File: src/rtl/coin_bank_if.sv
// Handshake/bus bundle between the coin manager and the surrounding game logic.
// life_up exists only when COIN_LIFE_EN is defined.
interface coin_bank_if #(
   parameter int NUM_COINS = 4,
   parameter int CNT_W     = 8
);
   logic                 frame_clk;
   logic                 start;
   logic [1:0]           start_block;
   logic                 Shift;
   logic [9:0]           DrawX;
   logic [9:0]           DrawY;
   logic [9:0]           Mario_X_Pos;
   logic [9:0]           Mario_Y_Pos;
   logic                 is_coin;
   logic [2:0]           coin_idx;
   logic                 coin_taken;
   logic [NUM_COINS-1:0] taken_mask;
   logic                 spawn_dropped;
   logic [CNT_W-1:0]     coin_count;
   logic [NUM_COINS-1:0] active_mask;
`ifdef COIN_LIFE_EN
   logic                 life_up;

   modport master (
      output frame_clk, start, start_block, Shift, DrawX, DrawY, Mario_X_Pos, Mario_Y_Pos,
      input  is_coin, coin_idx, coin_taken, taken_mask, spawn_dropped, coin_count, active_mask,
             life_up
   );
   modport slave (
      input  frame_clk, start, start_block, Shift, DrawX, DrawY, Mario_X_Pos, Mario_Y_Pos,
      output is_coin, coin_idx, coin_taken, taken_mask, spawn_dropped, coin_count, active_mask,
             life_up
   );
`else
   modport master (
      output frame_clk, start, start_block, Shift, DrawX, DrawY, Mario_X_Pos, Mario_Y_Pos,
      input  is_coin, coin_idx, coin_taken, taken_mask, spawn_dropped, coin_count, active_mask
   );
   modport slave (
      input  frame_clk, start, start_block, Shift, DrawX, DrawY, Mario_X_Pos, Mario_Y_Pos,
      output is_coin, coin_idx, coin_taken, taken_mask, spawn_dropped, coin_count, active_mask
   );
`endif
endinterface

File: src/rtl/coin_bank.sv
// Multi-slot coin manager: spawn, scroll, retire, collect and draw up to NUM_COINS coins.
// Optional macro COIN_LIFE_EN adds a mod-100 collection counter with a life_up pulse.
module coin_bank #(
   parameter int NUM_COINS  = 4,
   parameter int COIN_R     = 19,
   parameter int SPAWN_X    = 500,
   parameter int X_MIN      = 120,
   parameter int SHIFT_STEP = 40,
   parameter int CNT_W      = 8
) (
   input  logic      Clk,
   input  logic      Reset,
   coin_bank_if.slave bus
);
   localparam logic [9:0]  SPAWN_X_L = 10'(SPAWN_X);
   localparam logic [9:0]  X_MIN_L   = 10'(X_MIN);
   localparam logic [9:0]  STEP_L    = 10'(SHIFT_STEP);
   localparam logic [22:0] R2        = 23'(COIN_R * COIN_R);

   function automatic logic [22:0] dist_sq(input logic [9:0] ax, input logic [9:0] ay,
                                           input logic [9:0] bx, input logic [9:0] by);
      logic signed [10:0] dx, dy;
      logic [10:0]        adx, ady;
      logic [21:0]        sx, sy;
      dx  = $signed({1'b0, ax}) - $signed({1'b0, bx});
      dy  = $signed({1'b0, ay}) - $signed({1'b0, by});
      adx = dx[10] ? (~dx + 11'sd1) : dx;
      ady = dy[10] ? (~dy + 11'sd1) : dy;
      sx  = 22'(adx) * 22'(adx);
      sy  = 22'(ady) * 22'(ady);
      return {1'b0, sx} + {1'b0, sy};
   endfunction

   function automatic logic [3:0] popcnt(input logic [NUM_COINS-1:0] v);
      logic [3:0] s;
      s = '0;
      for (int k = 0; k < NUM_COINS; k++) s = s + 4'(v[k]);
      return s;
   endfunction

   function automatic logic [CNT_W-1:0] sat_add(input logic [CNT_W-1:0] a, input logic [3:0] b);
      logic [CNT_W:0] s;
      s = (CNT_W+1)'(a) + (CNT_W+1)'(b);
      return s[CNT_W] ? '1 : s[CNT_W-1:0];
   endfunction

   function automatic logic [9:0] row_y(input logic [1:0] blk);
      return 10'd140 + 10'(blk) * 10'd40;
   endfunction

   logic [NUM_COINS-1:0] active;
   logic [9:0]           x [NUM_COINS];
   logic [9:0]           y [NUM_COINS];
   logic                 frame_p0, frame_p1, fe_p2;
   logic [NUM_COINS-1:0] taken_mask_q;
   logic                 coin_taken_q, dropped_q;
   logic [CNT_W-1:0]     count_q;

   logic [NUM_COINS-1:0] hit;
   logic                 any_free;
   logic [2:0]           tgt;
   logic                 is_coin_c;
   logic [2:0]           idx_c;

   // Collision against Mario, spawn target selection, and per-pixel draw test
   always_comb begin
      hit      = '0;
      any_free = 1'b0;
      tgt      = '0;
      is_coin_c = 1'b0;
      idx_c     = '0;
      for (int i = NUM_COINS - 1; i >= 0; i--) begin
         hit[i] = active[i] && (dist_sq(bus.Mario_X_Pos, bus.Mario_Y_Pos, x[i], y[i]) <= R2);
         if (!active[i]) begin
            any_free = 1'b1;
            tgt      = 3'(i);
         end
         if (active[i] && (dist_sq(bus.DrawX, bus.DrawY, x[i], y[i]) <= R2)) begin
            is_coin_c = 1'b1;
            idx_c     = 3'(i);
         end
      end
   end

   // Frame edge sync and slot state update
   always_ff @(posedge Clk or posedge Reset) begin
      if (Reset) begin
         active       <= '0;
         frame_p0     <= 1'b0;
         frame_p1     <= 1'b0;
         fe_p2        <= 1'b0;
         taken_mask_q <= '0;
         coin_taken_q <= 1'b0;
         dropped_q    <= 1'b0;
         count_q      <= '0;
         for (int i = 0; i < NUM_COINS; i++) begin
            x[i] <= '0;
            y[i] <= '0;
         end
      end else begin
         frame_p0     <= bus.frame_clk;
         frame_p1     <= frame_p0;
         fe_p2        <= frame_p0 & ~frame_p1;
         taken_mask_q <= hit;
         coin_taken_q <= |hit;
         dropped_q    <= bus.start & ~any_free;
         count_q      <= sat_add(count_q, popcnt(hit));
         for (int i = 0; i < NUM_COINS; i++) begin
            if (hit[i]) begin
               active[i] <= 1'b0;
            end else if (active[i] && fe_p2) begin
               if (x[i] < X_MIN_L)  active[i] <= 1'b0;
               else if (bus.Shift)  x[i] <= x[i] - STEP_L;
            end else if (bus.start && !active[i] && (tgt == 3'(i))) begin
               active[i] <= 1'b1;
               x[i]      <= SPAWN_X_L;
               y[i]      <= row_y(bus.start_block);
            end
         end
      end
   end

   assign bus.is_coin       = is_coin_c;
   assign bus.coin_idx      = idx_c;
   assign bus.coin_taken    = coin_taken_q;
   assign bus.taken_mask    = taken_mask_q;
   assign bus.spawn_dropped = dropped_q;
   assign bus.coin_count    = count_q;
   assign bus.active_mask   = active;

`ifdef COIN_LIFE_EN
   logic [6:0] life_cnt;
   logic       life_up_q;
   logic [7:0] life_sum;

   assign life_sum = {1'b0, life_cnt} + 8'(popcnt(hit));

   // Wraps at 100 with a pulse aligned to coin_taken
   always_ff @(posedge Clk or posedge Reset) begin
      if (Reset) begin
         life_cnt  <= '0;
         life_up_q <= 1'b0;
      end else if (life_sum >= 8'd100) begin
         life_cnt  <= 7'(life_sum - 8'd100);
         life_up_q <= 1'b1;
      end else begin
         life_cnt  <= life_sum[6:0];
         life_up_q <= 1'b0;
      end
   end

   assign bus.life_up = life_up_q;
`endif
endmodule

File: src/flat_wrapper.sv
// flat-port wrapper written by rule: the top's interface ports become plain ports
module coin_bank_flat 
#(
   parameter int NUM_COINS  = 4,
   parameter int COIN_R     = 19,
   parameter int SPAWN_X    = 500,
   parameter int X_MIN      = 120,
   parameter int SHIFT_STEP = 40,
   parameter int CNT_W      = 8
)
  (Clk, Reset, bus_frame_clk, bus_start, bus_start_block, bus_Shift, bus_DrawX, bus_DrawY, bus_Mario_X_Pos, bus_Mario_Y_Pos, bus_is_coin, bus_coin_idx, bus_coin_taken, bus_taken_mask, bus_spawn_dropped, bus_coin_count, bus_active_mask);
  coin_bank_if #(.NUM_COINS(NUM_COINS), .CNT_W(CNT_W)) bus_i ();
  input  logic Clk;
  input  logic Reset;
  input wire logic [$bits(bus_i.frame_clk)-1:0] bus_frame_clk;
  input wire logic [$bits(bus_i.start)-1:0] bus_start;
  input wire logic [$bits(bus_i.start_block)-1:0] bus_start_block;
  input wire logic [$bits(bus_i.Shift)-1:0] bus_Shift;
  input wire logic [$bits(bus_i.DrawX)-1:0] bus_DrawX;
  input wire logic [$bits(bus_i.DrawY)-1:0] bus_DrawY;
  input wire logic [$bits(bus_i.Mario_X_Pos)-1:0] bus_Mario_X_Pos;
  input wire logic [$bits(bus_i.Mario_Y_Pos)-1:0] bus_Mario_Y_Pos;
  output wire logic [$bits(bus_i.is_coin)-1:0] bus_is_coin;
  output wire logic [$bits(bus_i.coin_idx)-1:0] bus_coin_idx;
  output wire logic [$bits(bus_i.coin_taken)-1:0] bus_coin_taken;
  output wire logic [$bits(bus_i.taken_mask)-1:0] bus_taken_mask;
  output wire logic [$bits(bus_i.spawn_dropped)-1:0] bus_spawn_dropped;
  output wire logic [$bits(bus_i.coin_count)-1:0] bus_coin_count;
  output wire logic [$bits(bus_i.active_mask)-1:0] bus_active_mask;
  assign bus_i.frame_clk = bus_frame_clk;
  assign bus_i.start = bus_start;
  assign bus_i.start_block = bus_start_block;
  assign bus_i.Shift = bus_Shift;
  assign bus_i.DrawX = bus_DrawX;
  assign bus_i.DrawY = bus_DrawY;
  assign bus_i.Mario_X_Pos = bus_Mario_X_Pos;
  assign bus_i.Mario_Y_Pos = bus_Mario_Y_Pos;
  assign bus_is_coin = bus_i.is_coin;
  assign bus_coin_idx = bus_i.coin_idx;
  assign bus_coin_taken = bus_i.coin_taken;
  assign bus_taken_mask = bus_i.taken_mask;
  assign bus_spawn_dropped = bus_i.spawn_dropped;
  assign bus_coin_count = bus_i.coin_count;
  assign bus_active_mask = bus_i.active_mask;
  coin_bank #(.NUM_COINS(NUM_COINS), .COIN_R(COIN_R), .SPAWN_X(SPAWN_X), .X_MIN(X_MIN), .SHIFT_STEP(SHIFT_STEP), .CNT_W(CNT_W)) u_core (.Clk(Clk), .Reset(Reset), .bus(bus_i));
endmodule
File: config.mk
export PLATFORM = sky130hd
export DESIGN_NAME = coin_bank_flat
export DESIGN_NICKNAME = d
export VERILOG_FILES = /design/src/rtl/coin_bank_if.sv /design/src/rtl/coin_bank.sv /design/src/flat_wrapper.sv
export SDC_FILE = /design/constraint.sdc
export NUM_CORES = 2
export LEC_CHECK = 0
export BUFFER_PORTS_ARGS = -buffer_cell sky130_fd_sc_hd__buf_2
export CAP_MARGIN = 20
export CORE_MARGIN = 2
export CORE_UTILIZATION = 30
export DETAILED_ROUTE_END_ITERATION = 8
export PLACE_DENSITY = 0.53
export SYNTH_ARGS = -nofsm -noshare
export SYNTH_HDL_FRONTEND = slang
export SYNTH_SLANG_ARGS = --single-unit
File: constraint.sdc
create_clock -name Clk -period 38.4 [get_ports Clk]
set_clock_uncertainty 0.15 [all_clocks]
set_input_delay 7.68 -clock Clk [delete_from_list [all_inputs] [get_ports Clk]]
set_output_delay 7.68 -clock Clk [all_outputs]
set_load 0.005 [all_outputs]
# After elaboration in Yosys (flattened, before gate mapping)
# Index checks and enable logic that the tools add are counted.
# word_totals
ff_bits,101
output_inout_bits,22
wordCells,251
# op_classes
muxes,65
n_eq_ne,15
bitwise,28
n_mul,17
magnitude_cmp,12
n_addsub,49
reduce_logical,46
# op_table
cell,count
$mul A11 B11 Y22,16
$add A22 B22 Y23,8
$le A23 B9 Y1 const B,8
$add A11 B2 Y11 const B,16
$mux W11,16
$not A11 Y11,16
$sub A10 B10 Y11,16
$mux W10,16
$lt A10 B7 Y1 const B,4
$sub A10 B6 Y10 const B,4
$mux W1,24
$logic_and A1 B1 Y1,20
$mux W2,8
$ne A2 B2 Y1 const B,8
$reduce_and A4 Y1,4
$ne A3 B2 Y1 const B,4
$reduce_and A3 Y1,4
$reduce_bool A3 Y1,4
$not A1 Y1,10
$add A8 B4 Y9,1
$add A8 B8 Y9 const A,1
$add A4 B1 Y4,2
$mux W8,1
$reduce_and A2 Y1,4
other kinds (9),17

# Depth between registers and ports, before layout
# logic_depth
word_depth,13
depth_mapped,51
depth_no_buf,49

# Worst setup path before layout
# Ideal clock, no wire load.
# synth_path
kind,input -> output
from,input port bus_DrawY[2]
to,output port bus_is_coin
t_required_ns,30.570
path_stages,38
arrival_ns,16.681
path_slack_ns,13.889
path_cell_list,inv_1 ha_1 inv_1 fa_1 a21o_1 a21oi_1 o21bai_1 a21oi_1 nor2b_1 or3_1 a21oi_1 xor2_1 xnor2_1 clkbuf_1 nor2_1 fa_1 inv_1 fa_1 [... 2 more ...] fa_1 inv_1 fa_1 inv_1 fa_1 fa_1 ha_1 clkbuf_1 nand2b_1 o2111ai_1 nor4b_1 o2111ai_1 nor4_1 o2111ai_1 or4_1 a2111oi_1 nor2_1 nand2_1
# synth_between
elab_chain_cells,12
elab_cells_between_ends,36
classes_between,add/sub (12); mul (4); order compare (4); mux (8); bitwise (4); reduce/logical (4)
# synth_rtl
item,line,source
"start, declared",flat_wrapper.sv:20,input wire logic [$bits(bus_i.DrawY)-1:0] bus_DrawY;
$sub A10 B10 Y11,coin_bank.sv:26,"dy = $signed({1'b0, ay}) - $signed({1'b0, by});"
$not A11 Y11,coin_bank.sv:28,ady = dy[10] ? (~dy + 11'sd1) : dy;
$add A11 B2 Y11,coin_bank.sv:28,
$mux W11,coin_bank.sv:28,
$mul A11 B11 Y22,coin_bank.sv:30,sy = 22'(ady) * 22'(ady);
$add A22 B22 Y23,coin_bank.sv:31,"return {1'b0, sx} + {1'b0, sy};"
$le A23 B9 Y1,coin_bank.sv:78,"if (active[i] && (dist_sq(bus.DrawX, bus.DrawY, x[i], y[i]) <= R2)) begin"
$logic_and A1 B1 Y1,coin_bank.sv:78,
$mux W1 (3 in a row),coin_bank.sv:78,
$mux W1 (*),coin_bank.sv:78,
"end, declared",flat_wrapper.sv:23,output wire logic [$bits(bus_i.is_coin)-1:0] bus_is_coin;
# Mark *: on every way between the ends. The rest lies on a longest branch, timed or not.

# Worst setup path in the final report
# layout_path
from,input port bus_DrawX[2]
to,output port bus_is_coin
# layout_between
elab_chain_cells,12
elab_cells_between_ends,36
classes_between,add/sub (12); mul (4); order compare (4); mux (8); bitwise (4); reduce/logical (4)
# layout_rtl
item,line,source
"start, declared",flat_wrapper.sv:19,input wire logic [$bits(bus_i.DrawX)-1:0] bus_DrawX;
$sub A10 B10 Y11,coin_bank.sv:25,"dx = $signed({1'b0, ax}) - $signed({1'b0, bx});"
$not A11 Y11,coin_bank.sv:27,adx = dx[10] ? (~dx + 11'sd1) : dx;
$add A11 B2 Y11,coin_bank.sv:27,
$mux W11,coin_bank.sv:27,
$mul A11 B11 Y22,coin_bank.sv:29,sx = 22'(adx) * 22'(adx);
$add A22 B22 Y23,coin_bank.sv:31,
$le A23 B9 Y1,coin_bank.sv:78,
$logic_and A1 B1 Y1,coin_bank.sv:78,
$mux W1 (3 in a row),coin_bank.sv:78,
$mux W1 (*),coin_bank.sv:78,
# Marked as above.

==> impl_metrics.yaml <==
setup_path:
  cp.arrival_ns: 18.56
  worstPathRequired_ns: 30.57
  startpoint_type: "input pin"
  crit_path_end_kind: "output pin"
  cp_slowest_cell: "xor2_1"
  slowest_delay_ns: 0.70
  crit_type: "in2out"
  critPathMostFrequentCell: "fa_1"
  crit_fanout: 12
placement:
  portBuffers: 67
  gp_congestion: 0.866
  hpwl_microns: 158000
  dpl_cell_area_sq_um: 71400
timing:
  setup_viol: 0
  rsz0062_at_grt: "false"
  slew_headroom: 0.217
  clock.fmax_mhz: 37.9
  finalCriticalPeriod_ns: 26.39
  worst_pin_slew_ns: 1.17
  hold_viol: 0
  setup_tns_ns: 0
  period_share: 0.687
  slew_viol_final: 0
route:
  wl_met1_microns: 79000
  ant_nets: 0
  via_count: 49674
  maxUsedRoutingLayer: "met5"
  via_per_inst: 4.58
  first_pass_iters: 6
  wl_met3_microns: 7430
  wl_met2_microns: 85000
  drt_iter0_drc: 2571
  wire_per_inst_microns: 16.3
  wl_microns: 176000
  drc: 0
clock_network:
  hold_buffers: 0
  cts_resized: 0
  clock-sinks: 81
  cts_made_buffers: 9
  cts_root_buf: "clkbuf_16"
  h-tree-depth: 3
  cts_setup_buffers: 0
  insertion_delay_ns: 0.36
  cts.clk_slew.worst_paths_ns: 0.07
  cts_max_path_buffers: 2
  cts_tree: "done"
finish:
  design_area_sq_um: 71800
  layout.nets: 10163
  layout-drive-gt1-share: 0.0419
  area_growth_pct: 8.02
floorplan:
  pin_count: 69
  fp.dieW_microns: 475
  die_area_sq_um: 225000
  core_sq_um: 220000
  rows: 172
  die_y_microns: 475
  start_util: 0.302
synth:
  yosys_most_used_dff: "dfrtp_1"
  synth_cells: 7653
  synth-seq-cells: 81
  async_flop_share: 1.00
  avgSynthCellArea_sq_um: 8.68
  yosysUniqueCellTypes: 97
  yosysWarnings: 0
  yosysSeqAreaShare: 0.0305
  syn_area_sq_um: 66500
  synth_edf_count: 0
status:
  outcome: "complete, no violations"
global_route:
  first_global_vias: 53452
  grt_antenna_before_repair: 37
  grt_overflow: 0
  track_usage: 0.161
  grt_max_degree: 68
  grt_pass1_wl_microns: 289000
hold_path:
  hp-class: "reg2reg"
flow_run:
  drv_cap: 0
state kept, by name, indices dropped and copies added, names as in the netlist:
register                  count
u_core.bus.spawn_dropped      1
u_core.bus.coin_count         8
u_core.bus.taken_mask         4
u_core.bus.active_mask        4
u_core.bus.coin_taken         1
u_core.fe_p2                  1
u_core.x                     32
u_core.frame_p0               1
u_core.y                     28
u_core.frame_p1               1
critical path: cells and delay by family:
kind | cells | cell delay (ns)
compound gates | 10 | 3.00
buf+inv | 5 | 0.93
mux | 1 | 0.13
xor+xnor | 1 | 0.70
simple gates | 7 | 1.79
fa+ha+maj | 9 | 4.30
metrics by stage:
step                      std cells  worst slack, ns   util  hold WS (ns)
after floorplan                7849            13.89      -         0.197
after global placement        10804            12.17  0.325         0.218
after detailed placement      10807            12.01  0.325         0.215
after CTS                     10823            12.02  0.326         0.236
after global routing          10836            11.29  0.326         0.249
final                         10842            12.01  0.326         0.232
worst paths after layout:
| kind | startpoint | end | slack, ns | depth (start not counted) |
|---|---|---|---|---|
| max | bus_DrawX[2] | bus_is_coin | 12.01 | 33 |
| min in group asynchronous | Reset | u_core.bus.taken_mask[0]$_DFF_PP0_ | 7.10 | 2 |
| min | u_core.frame_p0$_DFF_PP0_ | u_core.frame_p1$_DFF_PP0_ | 0.23 | 0 |
| max in group asynchronous | Reset | u_core.y[12]$_DFFE_PP0P_ | 29.81 | 3 |
| max reg2reg | u_core.y[32]$_DFFE_PP0P_ | u_core.bus.coin_count[4]$_DFF_PP0_ | 25.55 | 42 |
| min reg2reg | u_core.frame_p0$_DFF_PP0_ | u_core.frame_p1$_DFF_PP0_ | 0.23 | 0 |
kinds of logic (layout without fill, tap and decap cells):
logic type,after synthesis,count (layout),synth area share
multiplexers,45,45,0.00710
adder cells (fa/ha/maj),2252,2252,0.575
other,2,213,0.000113
AND/OR/NAND/NOR,1812,1812,0.127
buffers and inverters,2206,2226,0.125
flip-flops,81,81,0.0305
AO/OA/AOI/OAI,900,900,0.0887
XOR/XNOR,355,355,0.0469
Yosys cell counts, drive strengths merged (35+ instances only):
cell | count | area share
o21bai | 35 | 0.0040
o21a | 39 | 0.0044
clkbuf | 153 | 0.0086
o21ai | 190 | 0.014
nand4 | 36 | 0.0034
o31ai | 36 | 0.0041
a21oi | 238 | 0.018
nand2b | 114 | 0.011
inv | 2021 | 0.11
fa | 1338 | 0.40
or3 | 42 | 0.0040
nand2 | 385 | 0.022
nor2 | 775 | 0.044
nor3 | 70 | 0.0053
and2 | 48 | 0.0045
or2 | 75 | 0.0071
nor2b | 67 | 0.0063
dfrtp | 81 | 0.030
ha | 914 | 0.17
nand3 | 68 | 0.0051
xor2 | 143 | 0.019
xnor2 | 212 | 0.028
a21o | 103 | 0.012
layout make-up:
| type | count | area [sq um] |
|---|---|---|
| diodes | 15 | 37.5 |
| clock buffers | 9 | 225 |
| clock inverters | 7 | 106 |
| fillers | 23329 | 148000 |
| inverters | 2038 | 7650 |
| multi-input cells | 5562 | 56900 |
| flip-flops and latches | 81 | 2030 |
| well taps | 2958 | 3700 |
| repair buffers | 172 | 1120 |
layer usage:
metal,up-vias,GRT usage
li1,23772,-
met1,24835,0.216
met2,835,0.276
met3,222,0.0156
met4,10,0.0435
met5,-,0
layout by cell type (no fill, tap or decap), drive strengths merged, types with 70 or more instances in the layout:
cell	synthesis	final
fa	1338	1338
conb	2	198
buf	15	172
nand2b	114	114
nand2	385	385
xnor2	212	212
or2	75	75
nor2	775	775
xor2	143	143
ha	914	914
dfrtp	81	81
o21ai	190	190
a21oi	238	238
nor3	70	70
inv	2021	2024
a21o	103	103
Power is left out: the tool's default activity adds up to more than one toggle a clock period on the data nets, which glitch-free logic cannot reach.
